`config.mk`:
```
export PLATFORM = sky130hd
export DESIGN_NAME = tl_ul_a_buffer
export DESIGN_NICKNAME = d
export VERILOG_FILES = /design/src/rtl/tl_ul_pkg.sv /design/src/rtl/tl_ul_fifo.sv /design/src/rtl/tl_ul_a_buffer.sv
export SDC_FILE = /design/constraint.sdc
export NUM_CORES = 1
export LEC_CHECK = 0
export BUFFER_PORTS_ARGS = -buffer_cell sky130_fd_sc_hd__buf_4
export CAP_MARGIN = 20
export CORE_MARGIN = 5
export CORE_UTILIZATION = 51
export DETAILED_ROUTE_END_ITERATION = 12
export MAX_ROUTING_LAYER = met4
export PLACE_DENSITY = 0.81
export SLEW_MARGIN = 5
export SYNTH_ARGS = -nofsm -noshare
export SYNTH_HDL_FRONTEND = slang
export SYNTH_HIERARCHICAL = 1
export SYNTH_SLANG_ARGS = --single-unit
```
`constraint.sdc`:
```
create_clock -name clock -period 2.9 [get_ports clock]
set_input_delay 0.29 -clock clock [delete_from_list [all_inputs] [get_ports clock]]
set_output_delay 0.29 -clock clock [all_outputs]
set_load 0.02 [all_outputs]
```
`src/rtl/tl_ul_pkg.sv`:
```
// +--------------------------------------------------------------------------+
// | tl_ul_pkg: TL-UL opcodes, A-beat payload type and buffer defaults        |
// | rev 1.0                                                                  |
// +--------------------------------------------------------------------------+
`default_nettype none

package tl_ul_pkg;

  localparam int TL_ADDR_W               = 32;
  localparam int TL_SOURCE_W             = 1;
  localparam int TL_DEPTH_DEFAULT        = 2;
  localparam int TL_MAX_INFLIGHT_DEFAULT = 4;

  localparam logic [2:0] PutFullData    = 3'd0;
  localparam logic [2:0] PutPartialData = 3'd1;
  localparam logic [2:0] Get            = 3'd4;
  localparam logic [2:0] AccessAck      = 3'd0;
  localparam logic [2:0] AccessAckData  = 3'd1;

  typedef struct packed {
    logic [2:0]             opcode;
    logic [2:0]             param;
    logic [1:0]             size;
    logic [TL_SOURCE_W-1:0] source;
    logic [TL_ADDR_W-1:0]   address;
    logic [3:0]             mask;
    logic [31:0]            data;
  } tl_a_beat_t;

endpackage

`default_nettype wire

```
`src/rtl/tl_ul_fifo.sv`:
```
// +--------------------------------------------------------------------------+
// | tl_ul_fifo: generic packed-payload FIFO, registered head, no bypass      |
// | rev 1.0                                                                  |
// +--------------------------------------------------------------------------+
`default_nettype none

module tl_ul_fifo #(
  parameter type T     = logic [7:0],
  parameter int  DEPTH = 2
) (
  input  logic clock,
  input  logic reset_n,
  input  logic push_valid,
  output logic push_ready,
  input  T     push_data,
  input  logic pop,
  output T     head,
  output logic empty,
  output logic full
);

  localparam int PW = $clog2(DEPTH);

  logic [PW:0] wr_ptr_q, wr_ptr_d;
  logic [PW:0] rd_ptr_q, rd_ptr_d;
  T            mem_q [DEPTH];
  T            mem_d [DEPTH];
  logic        do_push, do_pop;

  // Pointers carry one extra wrap bit so full and empty are distinguishable.
  assign empty      = (wr_ptr_q == rd_ptr_q);
  assign full       = (wr_ptr_q[PW] != rd_ptr_q[PW]) &&
                      (wr_ptr_q[PW-1:0] == rd_ptr_q[PW-1:0]);
  assign push_ready = !full;
  assign do_push    = push_valid && !full;
  assign do_pop     = pop && !empty;
  assign head       = mem_q[rd_ptr_q[PW-1:0]];

  always_comb begin
    mem_d    = mem_q;
    wr_ptr_d = wr_ptr_q;
    rd_ptr_d = rd_ptr_q;
    if (do_push) begin
      mem_d[wr_ptr_q[PW-1:0]] = push_data;
      wr_ptr_d                = wr_ptr_q + (PW+1)'(1);
    end
    if (do_pop) begin
      rd_ptr_d = rd_ptr_q + (PW+1)'(1);
    end
  end

  always_ff @(posedge clock or negedge reset_n) begin
    if (!reset_n) begin
      wr_ptr_q <= '0;
      rd_ptr_q <= '0;
      for (int i = 0; i < DEPTH; i++) begin
        mem_q[i] <= '0;
      end
    end else begin
      wr_ptr_q <= wr_ptr_d;
      rd_ptr_q <= rd_ptr_d;
      mem_q    <= mem_d;
    end
  end

endmodule

`default_nettype wire

```
`src/rtl/tl_ul_a_buffer.sv`:
```
// +--------------------------------------------------------------------------+
// | tl_ul_a_buffer: TL-UL A-channel buffer with outstanding-request limiter; |
// | optional stall statistics under TL_ABUF_STALL_STATS_EN.  rev 1.0         |
// +--------------------------------------------------------------------------+
`default_nettype none

module tl_ul_a_buffer
  import tl_ul_pkg::*;
#(
  parameter int DEPTH        = TL_DEPTH_DEFAULT,
  parameter int MAX_INFLIGHT = TL_MAX_INFLIGHT_DEFAULT,
  parameter int ADDR_W       = TL_ADDR_W,
  parameter int SOURCE_W     = TL_SOURCE_W
) (
  input  logic                clock,
  input  logic                reset_n,
  input  logic                in_a_valid,
  output logic                in_a_ready,
  input  logic [2:0]          in_a_opcode,
  input  logic [2:0]          in_a_param,
  input  logic [1:0]          in_a_size,
  input  logic [SOURCE_W-1:0] in_a_source,
  input  logic [ADDR_W-1:0]   in_a_address,
  input  logic [3:0]          in_a_mask,
  input  logic [31:0]         in_a_data,
  output logic                out_a_valid,
  input  logic                out_a_ready,
  output logic [2:0]          out_a_opcode,
  output logic [2:0]          out_a_param,
  output logic [1:0]          out_a_size,
  output logic [SOURCE_W-1:0] out_a_source,
  output logic [ADDR_W-1:0]   out_a_address,
  output logic [3:0]          out_a_mask,
  output logic [31:0]         out_a_data,
  input  logic                out_d_valid,
  output logic                out_d_ready,
  input  logic [2:0]          out_d_opcode,
  input  logic [1:0]          out_d_param,
  input  logic [1:0]          out_d_size,
  input  logic [SOURCE_W-1:0] out_d_source,
  input  logic                out_d_denied,
  input  logic [31:0]         out_d_data,
  output logic                in_d_valid,
  input  logic                in_d_ready,
  output logic [2:0]          in_d_opcode,
  output logic [1:0]          in_d_param,
  output logic [1:0]          in_d_size,
  output logic [SOURCE_W-1:0] in_d_source,
  output logic                in_d_denied,
  output logic [31:0]         in_d_data,
  output logic [3:0]          inflight,
  output logic [15:0]         stall_cnt
);

  localparam logic [3:0] MAX_CNT = 4'(MAX_INFLIGHT);

  tl_a_beat_t in_beat, head_beat;
  logic       fifo_empty, fifo_full, fifo_ready;
  logic       a_fire, d_fire;
  logic [3:0] inflight_q, inflight_d;

  assign in_beat = '{opcode:  in_a_opcode,
                     param:   in_a_param,
                     size:    in_a_size,
                     source:  in_a_source,
                     address: in_a_address,
                     mask:    in_a_mask,
                     data:    in_a_data};

  tl_ul_fifo #(
    .T     (tl_a_beat_t),
    .DEPTH (DEPTH)
  ) u_fifo (
    .clock      (clock),
    .reset_n    (reset_n),
    .push_valid (in_a_valid),
    .push_ready (fifo_ready),
    .push_data  (in_beat),
    .pop        (a_fire),
    .head       (head_beat),
    .empty      (fifo_empty),
    .full       (fifo_full)
  );

  // Ready comes straight from the registered full flag; a same-cycle pop
  // never reopens the input.
  assign in_a_ready = fifo_ready;

  assign out_a_valid   = !fifo_empty && (inflight_q < MAX_CNT);
  assign out_a_opcode  = head_beat.opcode;
  assign out_a_param   = head_beat.param;
  assign out_a_size    = head_beat.size;
  assign out_a_source  = head_beat.source;
  assign out_a_address = head_beat.address;
  assign out_a_mask    = head_beat.mask;
  assign out_a_data    = head_beat.data;

  assign in_d_valid  = out_d_valid;
  assign in_d_opcode = out_d_opcode;
  assign in_d_param  = out_d_param;
  assign in_d_size   = out_d_size;
  assign in_d_source = out_d_source;
  assign in_d_denied = out_d_denied;
  assign in_d_data   = out_d_data;
  assign out_d_ready = in_d_ready;

  assign a_fire   = out_a_valid && out_a_ready;
  assign d_fire   = out_d_valid && in_d_ready;
  assign inflight = inflight_q;

  // An unmatched D beat at zero leaves the count pinned rather than wrapping.
  always_comb begin
    inflight_d = inflight_q;
    if (a_fire && !d_fire) begin
      inflight_d = inflight_q + 4'd1;
    end else if (d_fire && !a_fire && (inflight_q != 4'd0)) begin
      inflight_d = inflight_q - 4'd1;
    end
  end

  always_ff @(posedge clock or negedge reset_n) begin
    if (!reset_n) begin
      inflight_q <= 4'd0;
    end else begin
      inflight_q <= inflight_d;
    end
  end

`ifdef TL_ABUF_STALL_STATS_EN
  logic [15:0] stall_cnt_q, stall_cnt_d;

  always_comb begin
    stall_cnt_d = stall_cnt_q;
    if (!fifo_empty && (inflight_q == MAX_CNT) && (stall_cnt_q != 16'hFFFF)) begin
      stall_cnt_d = stall_cnt_q + 16'd1;
    end
  end

  always_ff @(posedge clock or negedge reset_n) begin
    if (!reset_n) begin
      stall_cnt_q <= 16'd0;
    end else begin
      stall_cnt_q <= stall_cnt_d;
    end
  end

  assign stall_cnt = stall_cnt_q;
`else
  assign stall_cnt = 16'd0;
`endif

`ifndef SYNTHESIS
  always @(posedge clock) begin
    if (d_fire && (inflight_q == 4'd0)) begin
      $display("tl_ul_a_buffer: D without A");
    end
  end
`endif

  logic unused_full;
  assign unused_full = fifo_full;

endmodule

`default_nettype wire

```
======== Yosys cells after proc, flatten, opt, wreduce, memory -nomap -nowiden ========
Cells that the tools add are included.
word-level totals
  flip-flop bits (word level) ............. 162
  input bits .............................. 124
operators by class
  $add $sub $neg .......................... 4
  magnitude comparators ................... 4
  equal/unequal tests ..................... 3
  multiplexer cells ....................... 8
  bitwise operators ....................... 2
  reductions and logical operators ........ 16
operator list
  operator             count
  $mux 77              4
  $bwmux 154           1
  $demux 77 s1         1
  $logic_and 1x1->1    10
  $mux 4               2
  $add 2x1->2 const B  2
  $add 4x1->4 const B  1
  $ge 2x2->1 const B   2
  $logic_not 1->1      4
  $lt 4x3->1 const B   1
  $not 1->2            2
  $reduce_bool 4->1    1
  $sub 4x1->4 const B  1
  $eq 2x2->1           1
  $lt 2x1->1 const B   1
  $reduce_bool 2->1    1
  $eq 1x1->1           1
  $ne 1x1->1           1

======== Longest topological paths before layout ========
Gate-level depths: netlist of the first run.
  word-level depth ........................ 9
  gate-level depth with buffers ........... 11
  mapped depth without buffers ............ 10

======== Hierarchy ========
The synthesis of the first run kept the hierarchy.
by module, submodules not included
  module          instances  cells each  area each (sq um)  seq. area each (sq um)
  tl_ul_fifo      1          439         6998.0             3953.8
  tl_ul_a_buffer  1          83          743.2              100.1

======== Least setup slack after synthesis of the first run ========
Ideal clock, no wire load.
  kind .................................... flip-flop to flip-flop
  from .................................... register u_fifo.rd_ptr_q[0]
  to ...................................... register inflight_q[3] (netlist: inflight[3])
  library setup time ...................... 134 ps
  arrival time ............................ 2466 ps
  data required time ...................... 2766 ps
  path slack .............................. 300 ps
  cell stages (with the launch flop) ...... 12
  clock period less this slack ............ 2600 ps
  cells stage by stage .................... dfrtp_1 -> clkbuf_1 -> xor2_1 -> nor2_1 -> nor4b_4 -> and2_4 -> inv_1 -> ha_1 -> a21o_1 -> a21oi_1 -> mux2i_1 -> xnor2_1
between the ends
  cells in the longest elaborated chain, start to end .. 8
  elaborated cells between the ends (all ways) .. 10
RTL lines
  item                            line                   source
  start: declaration              tl_ul_fifo.sv:25       logic [PW:0] rd_ptr_q, rd_ptr_d;
  start signal: assignment        tl_ul_fifo.sv:61       rd_ptr_q <= rd_ptr_d;
  $eq 2x2->1 (*)                  tl_ul_fifo.sv:31       assign empty = (wr_ptr_q == rd_ptr_q);
  named net fifo_empty            tl_ul_a_buffer.sv:58   logic fifo_empty, fifo_full, fifo_ready;
  $logic_not 1->1 (*)             tl_ul_a_buffer.sv:89   assign out_a_valid = !fifo_empty && (inflight_q < MAX_CNT);
  $logic_and 1x1->1 (*)           tl_ul_a_buffer.sv:89
  $logic_and 1x1->1 (*)           tl_ul_a_buffer.sv:107  assign a_fire = out_a_valid && out_a_ready;
  named net a_fire                tl_ul_a_buffer.sv:59   logic a_fire, d_fire;
  $logic_not 1->1                 tl_ul_a_buffer.sv:116  end else if (d_fire && !a_fire && (inflight_q != 4'd0)) begin
  $logic_and 1x1->1 (2 in a row)  tl_ul_a_buffer.sv:116
  $reduce_bool 2->1 (no line)     n/a
  end signal: assignment          tl_ul_a_buffer.sv:125  inflight_q <= inflight_d;
  end: declaration                tl_ul_a_buffer.sv:60   logic [3:0] inflight_q, inflight_d;
The timed path passes the listed nets; every way through them passes the cells marked *.
A chain may end at the register's enable or synchronous reset.

======== Final worst setup path of the first run ========
  from .................................... register u_fifo.rd_ptr_q[0]
  to ...................................... output port out_a_data[23]
between the ends
  cells in the longest elaborated chain, start to end .. 4
RTL lines
  item                                        line                  source
  $not 1->2 (implied by the code)             tl_ul_fifo.sv:37      assign head = mem_q[rd_ptr_q[PW-1:0]];
  $mux 77 (implied by the code) (3 in a row)  tl_ul_fifo.sv:37
  end: declaration                            tl_ul_a_buffer.sv:34  output logic [31:0] out_a_data,
No other way between the ends. The select of a mux whose other input is x is not followed.

==> results of run 1 <==
[power by group through the flow]
stage,Combinational (W),Clock (W),Sequential [W]
finish,0.00637,0.00199,0.00409
global route,0.00679,0.00215,0.00422
CTS,0.00647,0.00205,0.00409
detailed placement,0.00644,0,0.00412
global placement,0.00629,0,0.00400
floorplan,0.00457,0,0.00392
[how the worst max path moves through the flow]
stage | end | slack (ns) | depth (start not counted)
2_1_floorplan | inflight[3] | 0.30 | 11
6_report | out_a_data[23] | 0.24 | 4
3_5_place_dp | inflight[3] | 0.37 | 10
3_3_place_gp | inflight[3] | 0.43 | 10
4_1_cts | out_a_data[19] | 0.03 | 4
5_1_grt | out_a_data[19] | 0.14 | 4
[final cells by class]
cell class	instances	area, um2	area share [%]
Sequential cell	162	4060	43.5
Multi-Input combinational cell	288	3140	33.6
Timing Repair Buffer	177	1380	14.8
Clock buffer	24	492	5.27
Tap cell	188	235	2.52
Clock inverter	4	28.8	0.308
Inverter	1	3.75	0.0402
[repair_timing]
action                                  4_1_cts  5_1_grt
hold buffers                                  1        0
setup buffers                                 0        0
gates resized for setup                       0        1
endpoints found under the setup margin        0       42
endpoints found under the hold margin        79        0
[routing by layer]
layer | global-route usage [%] | vias to the layer above | share of wire [%]
li1 | - | 2003 | -
met2 | 29.9 | 144 | 51
met4 | 7.20 | 0 | 2.4
met3 | 5.63 | 28 | 6.0
met5 | - | - | 0
met1 | 20.8 | 2254 | 40
[metrics by stage]
step	worst slack [ns]	power [W]
after floorplan	0.300	0.00849
after global placement	0.428	0.0103
after detailed placement	0.369	0.0106
after CTS	0.0343	0.0126
after global routing	0.135	0.0132
final	0.235	0.0125
[placed cells by master (no fill, tap or decap), types with 2 or more instances in the layout]
| master | n |
|---|---|
| sky130_fd_sc_hd__mux2i_1 | 2 |
| sky130_fd_sc_hd__nand2b_1 | 2 |
| sky130_fd_sc_hd__xnor2_1 | 3 |
| sky130_fd_sc_hd__xor2_1 | 2 |
| sky130_fd_sc_hd__mux2_2 | 172 |
| sky130_fd_sc_hd__clkinvlp_4 | 2 |
| sky130_fd_sc_hd__ha_1 | 2 |
| sky130_fd_sc_hd__clkbuf_1 | 3 |
| sky130_fd_sc_hd__clkbuf_8 | 4 |
| sky130_fd_sc_hd__buf_6 | 2 |
| sky130_fd_sc_hd__nor2_1 | 2 |
| sky130_fd_sc_hd__conb_1 | 16 |
| sky130_fd_sc_hd__buf_4 | 171 |
| sky130_fd_sc_hd__nand2_1 | 4 |
| sky130_fd_sc_hd__mux2_4 | 32 |
| sky130_fd_sc_hd__buf_12 | 3 |
| sky130_fd_sc_hd__dfrtp_1 | 161 |
| sky130_fd_sc_hd__nand3_1 | 2 |
| sky130_fd_sc_hd__a21oi_1 | 3 |
| sky130_fd_sc_hd__o21ai_0 | 2 |
| sky130_fd_sc_hd__mux2_1 | 30 |
| sky130_fd_sc_hd__clkbuf_16 | 17 |
[registers in the layout, summed over array words and instances, names as in the netlist]
register         flops
u_fifo/mem_q       154
inflight             4
u_fifo/rd_ptr_q      2
u_fifo/wr_ptr_q      2
==> out/metrics.sh, run 1 <==
OUTCOME='finished, final reports clean'
DRT_ITER0_DRC=143
PLACED_CELL_AREA_MM2=0.00879
FINAL-SETUP-VIOL-COUNT=0
VIAS_PER_CELL=5.25
MAX-CLOCK-PATH-BUFFERS=2
CLOCK_TREE_FROM_TRITONCTS='built'
AVGROUTEDWIREPERCELL_UM=18.3
CPLARGESTDELAYFAMILY='buffers and inverters'
FINALINSTANCEAREA_MM2=0.00933
GRTUSAGETOTAL_PCT=18.1
TIMING.RR.START='u_fifo/rd_ptr_q[1]'
SYN_AREA_PER_CELL_UM2=14.9
PIN_COUNT=266
ROW_COUNT=45
HOLD_PATH_CLASS='in -> reg'
DRT_WL_TOTAL_MM=15.4
PIN_COUNT_OF_THE_BIGGEST_NET_ENTERING_GLOBAL_ROUTING=82
SHARE_COMB_OF_TOTAL_POWER_PCT=51.2
CLOCK-SKEW-FINAL_NS=0.00735
REQUIRED_WORST_ENDPOINT_NS=2.61
WORST_EP_ARRIVAL_TIME_NS=2.37
DRIVE_ABOVE_1_SHARE_PCT=63.0
FINAL_SLEW_VIOL_COUNT=0
DIE_HEIGHT_UM=133
CTS.REPORTEDPATHS.CLKPINSLEW_NS=0.06
WORST-PATH-BUF-INV=3
START_KIND='register'
PLACE_HPWL_MM=10.8
NUMBER_OF_ANTENNA_VIOLATIONS_AT_THE_FIRST_CHECK_IN_GLOBAL_ROUTING=0
CLOCKROOTBUFFER='sky130_fd_sc_hd__clkbuf_16'
DIE_WIDTH_UM=133
TIMING.HOLD.WORST_PATH_DEPTH=2
CP-END-KIND='output pin'
WORST_PATH_MAX_DELAY_CELL='sky130_fd_sc_hd__buf_4'
ANTENNA_LEFT=0
PLACE_INST=815
LAYOUTNONFILLERINSTCOUNT=844
GRT_SETUP_UNREPAIRED='no'
IRDROPWORSTVDD_uV=812
MIN-DELAY-START='in_a_data[27]'
FINAL.HOLD.WORST_SLACK_NS=0.0958
MAX_SLEW.WORST_PIN.SLEW_NS=0.741
INTERNAL_POWER_W=0.00801
FILL_CELLS=1148
POWER_FRAC_CLOCK_PCT=16.0
GRT_OVERFLOW=0
POWER_FRAC_SEQ_PCT=32.9
TIMING.CRITICAL_PATH.FANOUT_MAX=43
SYNTHESIS.INSTANCES=521
POWER_SWITCHING_SHARE_PCT=35.7
FF2FF_SETUP_SLACK_NS=0.32
CTS_NUM_SINKS=162
TIMING.FMAX_MHz=375
NUM_ANTENNA_CELLS=0
CLOCK_TREE.HTREE_LEVEL_COUNT=4
TOTAL_LEAKAGE_POWER_nW=4.24
PORT_BUFFERS=167
DRC=0
CRIT_PATH_START='u_fifo/rd_ptr_q[0]'
SYN_AREA_MM2=0.00774
FF2FF_PATH_DEPTH=10
GPL.FINAL_WEIGHTED_CONGESTION=0.733
WORSTSETUPPATHTYPE='reg -> out'
CPMOSTUSEDCELL='sky130_fd_sc_hd__buf_4'
WORST_R2R_ENDPOINT='inflight[3]'
YOSYS_WARNINGS=6
POST_LAYOUT_UTIL_PCT=62.1
INITIAL_CORE_UTILIZATION_PCT=51.5
POWER_PER_CELL_AREA_mW_PER_MM2=1330
NUM-NETS-FINAL=774
DETAIL_ROUTE.FIRST_PASS.ITERATIONS=4
DRV.MAX_CAP_VIOLATION_COUNT=0
DESIGN.CORE.AREA_MM2=0.0150
TIMING.CRITICAL_PATH.CELLS='buf_4 > buf_6 > mux2_2 > buf_4'
WORST_PATH_LARGEST_CELL_DELAY_NS=0.52
GRT_PASS1_VIAS=4986
TOTALNEGATIVESETUPSLACK_NS=0
CLOCK_INSERTION_DELAY_WORST_SKEW_NS=0.42
FINALWORSTPATHREQUIREDPERIOD_NS=2.66
SLEW-LIMIT-HEADROOM_PCT=50.6
REPORT.FINAL.HOLD_VIOL_COUNT=0
FIN_CRIT_SH_PCT=91.9
CTS_MADE_BUFFERS=17
AREA.GROWTH.SYNTH_TO_FINAL_PCT=20.6
WORST_HOLD_PATH.ENDPOINT='u_fifo/mem_q[104]'
GLOBAL_ROUTE_WIRE_LENGTH_BEFORE_REPAIR_MM=24.8
NETSWITCHINGPOWER_W=0.00444
DIE-AREA_MM2=0.0177
VIAS=4429
No activity file was read; power rests on OpenSTA's default activity.
==> inputs of run 2 (changes only) <==
--- a/config.mk
+++ b/config.mk
@@ -5,13 +5,15 @@
 export SDC_FILE = /design/constraint.sdc
 export NUM_CORES = 1
 export LEC_CHECK = 0
+export ABC_AREA = 1
 export BUFFER_PORTS_ARGS = -buffer_cell sky130_fd_sc_hd__buf_4
 export CAP_MARGIN = 20
 export CORE_MARGIN = 5
-export CORE_UTILIZATION = 51
+export CORE_UTILIZATION = 48
+export CTS_BUF_LIST = sky130_fd_sc_hd__clkbuf_8
 export DETAILED_ROUTE_END_ITERATION = 12
 export MAX_ROUTING_LAYER = met4
-export PLACE_DENSITY = 0.81
+export PLACE_DENSITY = 0.79
 export SLEW_MARGIN = 5
 export SYNTH_ARGS = -nofsm -noshare
 export SYNTH_HDL_FRONTEND = slang
==> constraint.sdc (replaced) <==
create_clock -name clock -period 2.45 [get_ports clock]
set_input_delay 0.245 -clock clock [delete_from_list [all_inputs] [get_ports clock]]
set_output_delay 0.245 -clock clock [all_outputs]
set_load 0.02 [all_outputs]
==> run 2 against run 1 <==
Against the previous run: clock skew increased by 0.0021 ns; synthesized area increased by 7.6%; utilization decreased by 5.4 points; first-iteration DRC count increased to 4.2 times the previous value; register-to-register slack improved by 0.05 ns; sequential power increased by 14%; sequential share of layout area decreased by 1.8 points; worst hold slack got worse by 0.063 ns; via count increased by 67%.
==> out/metrics.sh, run 2 <==
PORT_BUFFERS=167  # unchanged
SYN_AREA_PER_CELL_UM2=7.79  # -48%
AREA.GROWTH.SYNTH_TO_FINAL_PCT=16.8
DRV.MAX_CAP_VIOLATION_COUNT=0  # unchanged
TIMING.CRITICAL_PATH.FANOUT_MAX=78  # +81%
GRTUSAGEMET3_PCT=4.82  # -0.81 points
LAYOUT_SETUP_WS_NS=0.269  # +0.0344 ns
DRC=0  # unchanged
GPL.FINAL_WEIGHTED_CONGESTION=0.844  # +15%
GRT_SETUP_UNREPAIRED='no'
FILL_CELLS=1607  # +40%
ANTENNA_LEFT=0  # unchanged
CLOCKROOTBUFFER='sky130_fd_sc_hd__clkbuf_8'
REPORT.FINAL.HOLD_VIOL_COUNT=0  # unchanged
MET2_USAGE_PCT=35.4  # +5.5 points
WORST_R2R_ENDPOINT='inflight[3]'
MAX-CLOCK-PATH-BUFFERS=2  # unchanged
SETUP.WORST_PATH.END='out_a_mask[0]'
DETAIL_ROUTE.FIRST_PASS.ITERATIONS=5  # +1
OUTCOME='finished, final reports clean'
GRT_OVERFLOW=0  # unchanged
DRT_WL_TOTAL_MM=21.6  # +40%
DIE_WIDTH_UM=142  # +6.4%
DIE-AREA_MM2=0.0201  # +13%
ROW_COUNT=48  # +6.7%
FF2FF_SETUP_SLACK_NS=0.37  # +0.05 ns
DIE_HEIGHT_UM=142  # +6.4%
CTS_NUM_SINKS=162  # unchanged
POWER_PER_CELL_AREA_mW_PER_MM2=1500  # +12%
TOTALNEGATIVESETUPSLACK_NS=0  # unchanged
SYN_AREA_MM2=0.00833  # +7.6%
NUMBER_OF_ANTENNA_VIOLATIONS_AT_THE_FIRST_CHECK_IN_GLOBAL_ROUTING=0  # unchanged
CRIT_PATH_START='u_fifo/rd_ptr_q[0]'
FINAL_CELL_MIX='sky130_fd_sc_hd__nand2_1, sky130_fd_sc_hd__buf_4, sky130_fd_sc_hd__dfrtp_1'
MAX_SLEW.WORST_PIN.SLEW_NS=0.996  # +0.255 ns
POST-CTS-SETUP-BUFFER-COUNT=0  # unchanged
PIN_COUNT=266  # unchanged
START_KIND='register'
IRDROPWORSTVDD_uV=807  # -0.61%
SYNTHESIS.INSTANCES=1069  # +110%
NUM-NETS-FINAL=1271  # +64%
GLOBAL_ROUTE_WIRE_LENGTH_BEFORE_REPAIR_MM=35.4  # +43%
NUM_ANTENNA_CELLS=0  # unchanged
FINAL-SETUP-VIOL-COUNT=0  # unchanged
TOTAL_LEAKAGE_POWER_nW=5.41  # +28%
CLOCK_INSERTION_DELAY_WORST_SKEW_NS=0.47  # +0.05 ns
LAYOUTNONFILLERINSTCOUNT=1382  # +64%
VIAS_PER_CELL=5.35  # +1.9%
GRT.BUSIEST_LAYER='met2'
NUMBER_OF_FLIP_FLOPS_IN_THE_LARGEST_REGISTER=154  # unchanged
CP-END-KIND='output pin'
CTS_MADE_BUFFERS=17  # unchanged
YOSYS_WARNINGS=6  # unchanged
PLACE_INST=1347  # +65%
GROUTE.LAYER.MET1.USAGE_PCT=28.6  # +7.9 points
SLEW-LIMIT-HEADROOM_PCT=33.6  # -17 points
GRT_PASS1_VIAS=7114  # +43%
FIN_CRIT_SH_PCT=89.0
TIMING.RR.START='u_fifo/wr_ptr_q[0]'
PIN_COUNT_OF_THE_BIGGEST_NET_ENTERING_GLOBAL_ROUTING=91  # +11%
LAYOUT_COMMONEST_CELL='sky130_fd_sc_hd__nand2_1'
AVGROUTEDWIREPERCELL_UM=15.6  # -15%
VIAS=7392  # +67%
PLACE_HPWL_MM=12.7  # +17%
DRT_ITER0_DRC=607  # +320%
CTS.REPORTEDPATHS.CLKPINSLEW_NS=0.09  # +0.03 ns
TIMING.FMAX_MHz=459
REGISTER_NAME_WITH_THE_MOST_FLOPS='u_fifo/mem_q'
DP_WORST_SETUP_SLACK_NS=0.374  # +0.00543 ns
DESIGN.CORE.AREA_MM2=0.0172  # +14%
WORST_EP_ARRIVAL_TIME_NS=1.94  # -0.43 ns
GRTUSAGETOTAL_PCT=22.4  # +4.3 points
REQUIRED_WORST_ENDPOINT_NS=2.20  # -0.41 ns
HOLD_PATH_CLASS='in -> reg'
CLOCK_TREE.HTREE_LEVEL_COUNT=4  # unchanged
CLOCK-SKEW-FINAL_NS=0.00948  # +0.00214 ns
FINAL_SLEW_VIOL_COUNT=0  # unchanged
FINALWORSTPATHREQUIREDPERIOD_NS=2.18
CLOCK_TREE_FROM_TRITONCTS='built'
FF2FF_PATH_DEPTH=15  # +5
INITIAL_CORE_UTILIZATION_PCT=48.5  # -3.0 points
DRIVE_ABOVE_1_SHARE_PCT=19.7  # -43 points
WORSTSETUPPATHTYPE='reg -> out'
run 2: changes by cell type in the layout (fill, tap and decap cells not counted), sizes merged, moves of 4 or more:
| cell | previous run | this run |
|---|---|---|
| nand2 | 4 | 574 |
| mux2 | 234 | 0 |
| nand4 | 0 | 156 |
| inv | 1 | 16 |
| nand3 | 2 | 10 |
| buf | 176 | 182 |
| clkbuf | 24 | 18 |
| bufinv | 0 | 4 |
run 2: worst max-delay path: stages (launching register included):
cell and delay, ns:
sky130_fd_sc_hd__dfrtp_2 0.43, sky130_fd_sc_hd__inv_2 0.07, sky130_fd_sc_hd__buf_6 0.52, sky130_fd_sc_hd__nand2_1 0.11
sky130_fd_sc_hd__nand2_1 0.15, sky130_fd_sc_hd__buf_4 0.16
run 2: worst min-delay path by stage:
| stage | startpoint | to | slack [ns] | cells past startpoint |
|---|---|---|---|---|
| global placement | reset_n | u_fifo/mem_q[80] | 0.28 | 1 |
| floorplan | reset_n | inflight[0] | -0.05 | 0 |
| CTS | in_a_data[11] | u_fifo/mem_q[11] | 0.000008 | 3 |
| global route | in_a_address[20] | u_fifo/mem_q[56] | 0.003 | 3 |
| detailed placement | reset_n | u_fifo/mem_q[78] | 0.29 | 1 |
| finish | in_a_address[0] | u_fifo/mem_q[113] | 0.03 | 3 |
run 2: power by group:
part / switching [W] / total, W / internal (W)
combinational: 0.00504 / 0.00770 / 0.00266
sequential: 0.000695 / 0.00465 / 0.00395
clock: 0.00105 / 0.00221 / 0.00116
total: 0.00679 / 0.0146 / 0.00777
run 2: per-layer routing:
layer	wire [um]	part of all wire, %
met1	8880	41
met2	10500	49
met3	1720	8.0
met4	455	2.1
met5	0	0
run 2: final cells by class:
type                            count  area (um2)  share of cell area [%]
Sequential cell                   162        4060                    41.7
Multi-Input combinational cell    767        3410                    35.1
Timing Repair Buffer              185        1480                    15.2
Tap cell                          225         282                    2.90
Clock buffer                       18         248                    2.55
Clock inverter                     14         204                    2.10
Inverter                           11        43.8                   0.450
run 2: through the flow:
stage                     power (W)  hold slack, ns  utilization (%)  area [um2]
after floorplan             0.00987         -0.0506                -        8380
after global placement       0.0123           0.284             53.8        9240
after detailed placement     0.0124           0.288             53.8        9240
after CTS                    0.0147      0.00000805             56.5        9710
after global routing         0.0157         0.00255             56.6        9720
final                        0.0146          0.0333             56.6        9720
run 2: timing repair:
| action | 4_1_cts | 5_1_grt |
|---|---|---|
| endpoints found under the hold margin | 62 | 1 |
| hold buffers | 2 | 1 |
| gates resized for setup | 0 | 1 |
| endpoints found under the setup margin | 0 | 29 |
==> inputs of run 3 (changes only) <==
--- a/config.mk
+++ b/config.mk
@@ -14,6 +14,7 @@
 export DETAILED_ROUTE_END_ITERATION = 12
 export MAX_ROUTING_LAYER = met4
 export PLACE_DENSITY = 0.79
+export RECOVER_POWER = 100
 export SLEW_MARGIN = 5
 export SYNTH_ARGS = -nofsm -noshare
 export SYNTH_HDL_FRONTEND = slang
==> run 3 against run 2 <==
Against the previous run: the run now ends with max-capacitance violations, max-slew violations left; sequential share of layout area rose by 1.6 points; sequential cell count did not move; via count rose by 0.19%; critical path type is now reg -> reg; critical endpoint is now u_fifo/mem_q[81]; largest power group unchanged.
==> out/metrics.sh, run 3 (same netlist as run 2, synthesis figures left out) <==
SETUP.WORST_PATH.END='u_fifo/mem_q[81]'
NUM-NETS-FINAL=1271  # unchanged
FINAL_CELL_MIX='sky130_fd_sc_hd__nand2_1, sky130_fd_sc_hd__dfrtp_1, sky130_fd_sc_hd__nand4_1'
POST-CTS-SETUP-BUFFER-COUNT=0  # unchanged
CLOCK_TREE_FROM_TRITONCTS='built'
CLOCK-SKEW-FINAL_NS=0.0105  # +0.00105 ns
VIOLATED_CHECKS='max-capacitance violations, max-slew violations'
POWER_PER_CELL_AREA_mW_PER_MM2=1470  # -2.1%
DIE_HEIGHT_UM=142  # unchanged
CP-END-KIND='register'
POWER_FRAC_CLOCK_PCT=16.1  # +0.9 points
CLOCK_INSERTION_DELAY_WORST_SKEW_NS=0.46  # about the same
MAX-CLOCK-PATH-BUFFERS=2  # unchanged
REGISTER_NAME_WITH_THE_MOST_FLOPS='u_fifo/mem_q'
PLACE_HPWL_MM=12.7  # unchanged
LAYOUTNONFILLERINSTCOUNT=1382  # unchanged
FILL_CELLS=1732  # +7.8%
TIMING.HOLD.WORST_PATH_DEPTH=3  # unchanged
FINAL-SETUP-VIOL-COUNT=0  # unchanged
CLOCKROOTBUFFER='sky130_fd_sc_hd__clkbuf_8'
LAYOUT_COMMONEST_CELL='sky130_fd_sc_hd__nand2_1'
FF2FF_SETUP_SLACK_NS=0.19  # -0.18 ns
GRT_OVERFLOW=0  # unchanged
IRDROPWORSTVDD_uV=779  # -3.5%
DRT_ITER0_DRC=590  # -2.8%
GLOBAL_ROUTE_WIRE_LENGTH_BEFORE_REPAIR_MM=35.4  # unchanged
AVGROUTEDWIREPERCELL_UM=15.6  # -0.29%
SHARE_COMB_OF_TOTAL_POWER_PCT=50.1  # -2.8 points
INTERNAL_POWER_W=0.00698  # -10%
NUM_ANTENNA_CELLS=0  # unchanged
NUMBER_OF_FLIP_FLOPS_IN_THE_LARGEST_REGISTER=154  # unchanged
PORT_BUFFERS=167  # unchanged
GRTUSAGETOTAL_PCT=22.4  # unchanged
GRT_PASS1_VIAS=7114  # unchanged
DIE-AREA_MM2=0.0201  # unchanged
POWER_SWITCHING_SHARE_PCT=49.1  # +2.5 points
POWER_FRAC_SEQ_PCT=33.9  # +2.0 points
ROW_COUNT=48  # unchanged
TOTAL_LEAKAGE_POWER_nW=5.07  # -6.2%
WORSTSETUPPATHTYPE='reg -> reg'
NUMBER_OF_ANTENNA_VIOLATIONS_AT_THE_FIRST_CHECK_IN_GLOBAL_ROUTING=0  # unchanged
REPORT.FINAL.HOLD_VIOL_COUNT=0  # unchanged
FIN_CRIT_SH_PCT=92.1  # +3.1 points
FINALWORSTPATHREQUIREDPERIOD_NS=2.26  # +0.0761 ns
TOTALNEGATIVESETUPSLACK_NS=0  # unchanged
CTS_MADE_BUFFERS=17  # unchanged
CRIT_PATH_START='u_fifo/wr_ptr_q[0]'
DETAIL_ROUTE.FIRST_PASS.ITERATIONS=5  # unchanged
START_KIND='register'
WORST_R2R_ENDPOINT='u_fifo/mem_q[81]'
DIE_WIDTH_UM=142  # unchanged
TIMING.CRITICAL_PATH.FANOUT_MAX=78  # unchanged
OUTCOME='finished with violations'
SLEW-LIMIT-HEADROOM_PCT=-11.1  # -45 points
PIN_COUNT=266  # unchanged
PIN_COUNT_OF_THE_BIGGEST_NET_ENTERING_GLOBAL_ROUTING=91  # unchanged
AREA.GROWTH.SYNTH_TO_FINAL_PCT=12.4
GRT_SETUP_UNREPAIRED='no'
VIAS=7406  # +0.19%
CTS_NUM_SINKS=162  # unchanged
DRC=0  # unchanged
DRIVE_ABOVE_1_SHARE_PCT=12.1  # -7.6 points
FINAL_SLEW_VIOL_COUNT=63  # +63
NETSWITCHINGPOWER_W=0.00674  # -0.72%
DESIGN.CORE.AREA_MM2=0.0172  # unchanged
FF2FF_PATH_DEPTH=6  # -9
HOLD_PATH_CLASS='in -> reg'
TIMING.FMAX_MHz=443  # -3.4%
INITIAL_CORE_UTILIZATION_PCT=48.5  # unchanged
WORST_EP_ARRIVAL_TIME_NS=2.61  # +0.67 ns
ANTENNA_LEFT=0  # unchanged
PLACE_INST=1347  # unchanged
VIAS_PER_CELL=5.36  # +0.19%
CLOCK_TREE.HTREE_LEVEL_COUNT=4  # unchanged
GPL.FINAL_WEIGHTED_CONGESTION=0.844  # unchanged
TIMING.RR.START='u_fifo/wr_ptr_q[0]'
DRT_WL_TOTAL_MM=21.5  # -0.29%
DRV.MAX_CAP_VIOLATION_COUNT=1  # +1
REQUIRED_WORST_ENDPOINT_NS=2.80  # +0.60 ns
MAX_SLEW.WORST_PIN.SLEW_NS=1.67  # +0.670 ns
CTS.REPORTEDPATHS.CLKPINSLEW_NS=0.09  # about the same
-- run 3: cell count changes in the layout (fill, tap and decap cells not counted), sizes merged --
cell / before / now
buf: 182 / 93
clkbuf: 18 / 107
-- run 3: final cells by class --
class	count	area [um2]	area share (%)
inverters	11	43.8	0.468
clock buffers	18	248	2.65
repair buffers	185	1140	12.2
multi-input cells	767	3380	36.1
flip-flops and latches	162	4060	43.4
well taps	225	282	3.01
clock inverters	14	204	2.18
-- run 3: layer usage --
layer  GRT usage, %  share of wire, %
met1           28.6                41
met2           35.4                49
met5              -                 0
met3           4.82               8.3
met4           8.28               2.0
-- run 3: how the worst min path moves through the flow --
stage,endpoint,slack [ns],startpoint
final,u_fifo/mem_q[53],0.04,in_a_address[17]
after global routing,u_fifo/mem_q[56],0.003,in_a_address[20]
after CTS,u_fifo/mem_q[11],0.000008,in_a_data[11]
after detailed placement,u_fifo/mem_q[78],0.29,reset_n
after global placement,u_fifo/mem_q[80],0.28,reset_n
after floorplan,inflight[0],-0.05,reset_n
-- run 3: worst max-delay path, cell delays in order, from the launching register on --
cell,delay (ns)
sky130_fd_sc_hd__dfrtp_2,0.44
sky130_fd_sc_hd__inv_4,0.05
sky130_fd_sc_hd__clkbuf_4,0.83
sky130_fd_sc_hd__nand3_1,0.20
sky130_fd_sc_hd__buf_6,0.37
sky130_fd_sc_hd__nand2_1,0.15
sky130_fd_sc_hd__nand2_1,0.06
-- run 3: what timing repair did --
action                                  in CTS  in global routing
endpoints found under the hold margin       62                  1
endpoints found under the setup margin       0                 29
hold buffers                                 2                  1
resized for setup                            0                  1
-- run 3: power by group through the flow --
stage,sequential [W],combinational (W),clock (W)
after floorplan,0.00456,0.00531,0
after global placement,0.00464,0.00762,0
after detailed placement,0.00469,0.00774,0
after CTS,0.00465,0.00775,0.00227
after global routing,0.00481,0.00766,0.00238
final,0.00465,0.00687,0.00220
-- run 3: stage by stage --
step / hold WS [ns] / util, % / total power, W / setup WS [ns] / area (um2)
after floorplan: -0.0506 / - / 0.00987 / 0.435 / 8380
after global placement: 0.284 / 53.8 / 0.0123 / 0.438 / 9240
after detailed placement: 0.288 / 53.8 / 0.0124 / 0.374 / 9240
after CTS: 0.00000805 / 56.5 / 0.0147 / 0.0511 / 9710
after global routing: 0.00255 / 54.5 / 0.0149 / 0.0601 / 9360
final: 0.0385 / 54.5 / 0.0137 / 0.193 / 9360
